## config.mk

```make
export PLATFORM = sky130hd
export DESIGN_NAME = mux_nx1_scan
export DESIGN_NICKNAME = d
export VERILOG_FILES = /design/src/rtl/mux_nx1_scan.sv
export SDC_FILE = /design/constraint.sdc
export NUM_CORES = 1
export LEC_CHECK = 0
export ABC_AREA = 1
export BUFFER_PORTS_ARGS = -buffer_cell sky130_fd_sc_hd__buf_2
export CORE_MARGIN = 4
export CORE_UTILIZATION = 35
export CTS_CLUSTER_SIZE = 8
export DETAILED_ROUTE_END_ITERATION = 10
export HOLD_SLACK_MARGIN = 0.15
export PLACE_DENSITY_LB_ADDON = 0.2
export SYNTH_ARGS = -nofsm -noshare
export SYNTH_HDL_FRONTEND = slang
export SYNTH_SLANG_ARGS = --single-unit
```

## constraint.sdc

```tcl
create_clock -name clk_i -period 1.9 [get_ports clk_i]
set_clock_uncertainty 0.1 [all_clocks]
set_input_delay 0.19 -clock clk_i [delete_from_list [all_inputs] [get_ports clk_i]]
set_output_delay 0.19 -clock clk_i [all_outputs]
set_load 0.02 [all_outputs]
```

## src/rtl/mux_nx1_scan.sv

```systemverilog
// Registered N:1 channel multiplexer with manual select and auto-scan sequencer.
// Latency: one clock from select/data at an edge to out_o; scan samples every DWELL edges.
// No backpressure: out_vld_o is a strobe and the consumer must take every sample.
module mux_nx1_scan #(
    parameter int N_INPUTS = 16,
    parameter int DATA_W   = 1,
    parameter int DWELL    = 4,
    localparam int SEL_W   = (N_INPUTS > 1) ? $clog2(N_INPUTS) : 1
) (
    input  logic                       clk_i,
    input  logic                       rst_i,
    input  logic [N_INPUTS*DATA_W-1:0] inp_i,
    input  logic                       en_i,
    input  logic                       mode_i,
    input  logic [SEL_W-1:0]           sel_i,
    input  logic                       sel_vld_i,
    input  logic [SEL_W-1:0]           scan_last_i,
    output logic [DATA_W-1:0]          out_o,
    output logic [SEL_W-1:0]           out_idx_o,
    output logic                       out_vld_o,
    output logic                       sel_err_o
);

    localparam int CNT_W = (DWELL > 1) ? $clog2(DWELL) : 1;
    localparam logic [SEL_W:0]   N_EXT    = (SEL_W+1)'(N_INPUTS);
    localparam logic [SEL_W-1:0] LAST_CH  = SEL_W'(N_INPUTS - 1);
    localparam logic [CNT_W-1:0] CNT_LAST = CNT_W'(DWELL - 1);

    typedef enum logic [1:0] {IDLE, MANUAL, SCAN} state_t;

    state_t            state;
    state_t            next_state;
    logic [SEL_W-1:0]  cur_sel;
    logic [SEL_W-1:0]  cur_sel_nxt;
    logic [CNT_W-1:0]  cnt;
    logic [CNT_W-1:0]  cnt_nxt;
    logic [DATA_W-1:0] out_nxt;
    logic [SEL_W-1:0]  out_idx_nxt;
    logic              vld_nxt;
    logic              err_nxt;
    logic [SEL_W-1:0]  pick;
    logic [SEL_W-1:0]  limit;
    logic              sel_in_range;

    logic [DATA_W-1:0] chan [N_INPUTS];

    genvar k;
    generate
        for (k = 0; k < N_INPUTS; k++) begin : g_chan
            assign chan[k] = inp_i[k*DATA_W +: DATA_W];
        end
    endgenerate

    assign sel_in_range = ({1'b0, sel_i} < N_EXT);
    // Clamp the scan end so the sequencer never addresses a missing channel.
    assign limit = (scan_last_i > LAST_CH) ? LAST_CH : scan_last_i;

    always_ff @(posedge clk_i or posedge rst_i) begin
        if (rst_i) begin
            state <= IDLE;
        end else begin
            state <= next_state;
        end
    end

    always_comb begin
        next_state  = IDLE;
        cur_sel_nxt = cur_sel;
        cnt_nxt     = cnt;
        out_nxt     = out_o;
        out_idx_nxt = out_idx_o;
        vld_nxt     = 1'b0;
        err_nxt     = sel_err_o;
        pick        = cur_sel;

        if (en_i) begin
            next_state = mode_i ? SCAN : MANUAL;
        end

        case (next_state)
            IDLE: begin
                cnt_nxt = '0;
            end
            MANUAL: begin
                vld_nxt = 1'b1;
                if (sel_vld_i) begin
                    if (sel_in_range) begin
                        pick        = sel_i;
                        cur_sel_nxt = sel_i;
                        err_nxt     = 1'b0;
                    end else begin
                        err_nxt = 1'b1;
                    end
                end
                out_nxt     = chan[pick];
                out_idx_nxt = pick;
            end
            SCAN: begin
                // Entering scan (including a same-edge select) restarts at channel 0 with no sample.
                if (state != SCAN) begin
                    cur_sel_nxt = '0;
                    cnt_nxt     = '0;
                end else if (cnt == CNT_LAST) begin
                    out_nxt     = chan[cur_sel];
                    out_idx_nxt = cur_sel;
                    vld_nxt     = 1'b1;
                    cnt_nxt     = '0;
                    cur_sel_nxt = (cur_sel >= limit) ? '0 : cur_sel + 1'b1;
                end else begin
                    cnt_nxt = cnt + 1'b1;
                end
            end
            default: begin
                cnt_nxt = '0;
            end
        endcase
    end

    always_ff @(posedge clk_i or posedge rst_i) begin
        if (rst_i) begin
            cur_sel   <= '0;
            cnt       <= '0;
            out_o     <= '0;
            out_idx_o <= '0;
            out_vld_o <= 1'b0;
            sel_err_o <= 1'b0;
        end else begin
            cur_sel   <= cur_sel_nxt;
            cnt       <= cnt_nxt;
            out_o     <= out_nxt;
            out_idx_o <= out_idx_nxt;
            out_vld_o <= vld_nxt;
            sel_err_o <= err_nxt;
        end
    end

endmodule

```

==> metrics.txt <==
result of the run=finished clean; FFs w/ async S/R, synth=100%; Overall Global Routing Usage=15.2%; maximum operating frequency=585 MHz; routability cong.=0.885; number of setup buffers added after CTS=0; PwrDens=622 mW/mm^2; share of the synthesized area in the top cell type=28.7%; height of the die=67.0 um; most used flip-flop cell after synthesis=sky130_fd_sc_hd__dfrtp_1; n_diodes=0; final std cell area, no fill=0.00150 mm^2; setup repair after global routing missed its margin=false; top cell family by delay on the critical path=flip-flops; Synth Warn #=0; starting density of the core=36.3%; count of state elements after synthesis=14; final hold viol count=0; chain of cells forming the critical path=ha_1, inv_1, o21bai_1, nand3_1, nand3_1, nor2_1, nor3_1, a21oi_1; Max stage delay cell, worst path=sky130_fd_sc_hd__dfrtp_1; worst hold-check path type=input port to flop; vias per cell=4.66; power share of the clock group=17.9%; H-Tree Depth=1; internal power=0.559 mW; Final Max Slew Viols=0; floorplan core area=0.00336 mm^2; Required @ worst endpoint=1.96 ns; CTS clock-pin slew for the worst setup and hold paths=0.08 ns; clk root buf=sky130_fd_sc_hd__clkbuf_4; # rows=21; Routed Antenna Nets=0; WL per Instance=11.3 um; clock tree from TritonCTS=done; I/O pins=36; Mean Syn Cell Area=6.16 um^2; area overhead of the layout relative to synthesis=22.8%; number of global-route vias before repair=1222; combined buffer and inverter count along the critical path=1; Port Buffers=34; maximum fanout along the worst path=10; antenna violations before repair=0; Crit. End Element=flop; CP most frequent cell=sky130_fd_sc_hd__nand3_1; cell count after synthesis=198; r2r setup slk=0.19 ns; post-DP HPWL=2490 um; switch share=40.0%; most instantiated library cell after synthesis=sky130_fd_sc_hd__nand2_1; power share of the combinational group=42.5%; wirelength, routed=3200 um; post-route fraction of the period consumed by the critical path=89.9%; routed via count=1315; Synth Net Count=233; largest vdd supply drop=0.000392 V; final-layout worst hold slack=0.208 ns; number of iterations in the first detailed-routing pass=4; Flop pwr share=39.6%; switching power summed over all nets=0.372 mW; commonest cells in the netlist=sky130_fd_sc_hd__nand2_1, sky130_fd_sc_hd__inv_1, sky130_fd_sc_hd__nand3_1; WS Path Type=flop to flop; DRC marker count from the first detailed-route iteration=66; Setup Viol. Count Final=0; Cell variety after synth=30; total power=0.931 mW; clock tree buffer depth=2; horizontal die dimension=67.0 um; synthesized area=0.00122 mm^2; Max-slew headroom=63.6%; TritonCTS Buffers=3; sum of negative setup slack=0 ns; post-detailed-route DRC marker count=0; time the worst path needs with I/O delays and setup=1.71 ns; Die Outline Area=0.00449 mm^2; first-pass GRT wire length=5280 um; Critical Path Max Stage Delay=0.51 ns; insertion delay to the later sink of the worst-skew pair=0.28 ns; static leakage=0.868 nW; kind of start point of the critical path=flop; count of flip-flops with a built-in enable after synthesis=0; pin count of the biggest net entering global routing=15; largest cells by area after synthesis=sky130_fd_sc_hd__dfrtp_1, sky130_fd_sc_hd__nand2_1, sky130_fd_sc_hd__nand3_1; slew at the pin with the worst max-slew slack=0.546 ns; placed standard-cell area=0.00144 mm^2; Overflow after GRT=0; share of the yosys chip area belonging to registers=28.7%; Sinks on Clock Net=14; max-cap viol count=0; fraction of final layout cells sized beyond drive strength 1=19.5%; dominant cell type by area after synthesis=sky130_fd_sc_hd__dfrtp_1; net count reported at finish=273; Arrival @ worst endpoint=1.77 ns
power by group through the flow:
| stage | registers, mW | logic, mW | clock network, mW |
|---|---|---|---|
| detailed placement | 0.376 | 0.389 | 0 |
| finish | 0.369 | 0.395 | 0.167 |
| global placement | 0.374 | 0.390 | 0 |
| CTS | 0.369 | 0.397 | 0.175 |
| global route | 0.375 | 0.453 | 0.191 |
| floorplan | 0.383 | 0.259 | 0 |
sequential cells by signal (all words and copies together) (netlist names):
name / count
cnt: 2
cur_sel: 4
out_idx_o: 4
out_o: 1
out_vld_o: 1
state: 2
layout by cell type, fill, tap and decap left out, drive strengths merged:
| cell | synthesis | layout |
|---|---|---|
| inv | 37 | 37 |
| nand3b | 1 | 1 |
| ha | 6 | 6 |
| o31ai | 1 | 1 |
| a21oi | 6 | 6 |
| buf | 4 | 37 |
| nor3 | 1 | 1 |
| nor2 | 15 | 15 |
| dlygate4sd3 | 0 | 3 |
| nand4 | 1 | 1 |
| clkbuf | 1 | 3 |
| nand3 | 29 | 29 |
| dfrtp | 14 | 14 |
| or2 | 2 | 2 |
| a31oi | 2 | 2 |
| nand2 | 60 | 60 |
| xnor2 | 1 | 1 |
| a22o | 1 | 1 |
| a22oi | 2 | 2 |
| o211ai | 1 | 1 |
| o21bai | 1 | 1 |
| conb | 1 | 1 |
| o21a | 1 | 1 |
| o21ai | 10 | 10 |
worst reg2reg max path: cells and delay by family, from the launching register on:
family                   cells  cell delay, ns
buffers and inverters        1            0.04
AO/OA/AOI/OAI                2            0.17
flip-flops                   1            0.51
adder cells (fa/ha/maj)      1            0.35
AND/OR/NAND/NOR              4            0.42
path summary, 6_finish.rpt:
check / depth (start not counted) / from / to
hold / removal: 5 / en_i / cnt[0]
setup / recovery: 8 / cur_sel[1] / cur_sel[3]
min in group asynchronous: 3 / rst_i / state[0]
setup reg to reg: 8 / cur_sel[1] / cur_sel[3]
hold reg to reg: 2 / out_o / out_o
max in group asynchronous: 3 / rst_i / cur_sel[3]
per-layer routing:
layer / routed length [um] / vias to the layer above / GRT usage (%) / part of all wire, %
li1: - / 702 / - / -
met1: 1600 / 576 / 21.9 / 50
met2: 1430 / 35 / 22.8 / 45
met3: 152 / 2 / 3.88 / 4.8
met4: 13 / 0 / 2.78 / 0.41
met5: 0 / - / 0 / 0
area by class of cell:
class                   count  area, um^2
well taps                  46        57.6
flip-flops and latches     14         350
repair buffers             40         223
fillers                   395        1870
clock buffers               3        22.5
inverters                  37         139
multi-input cells         142         706
stage by stage:
stage | setup WS (ns) | utilization [%] | instances
finish | 0.191 | 44.5 | 282
global route | 0.0444 | 44.5 | 282
CTS | 0.148 | 44.3 | 282
detailed placement | 0.213 | 42.7 | 276
global placement | 0.279 | 42.7 | 276
floorplan | 0.231 | - | 198
kinds of logic after synthesis:
| logic type | synth area share (%) |
|---|---|
| AOI/OAI and AO/OA | 12.3 |
| xor gates and xnor gates | 0.718 |
| adders and majority gates | 6.15 |
| buffers and inverters | 14.1 |
| DFF | 28.7 |
| other | 0.307 |
| and+or+nand+nor | 37.7 |
timing repair:
item                                    CTS  global route
endpoints found under the setup margin    0             1
endpoints found under the hold margin    16             0
hold buffers                              3             0
gates resized for setup                   0             1
Note: power is estimated with default switching activity, not from simulation.
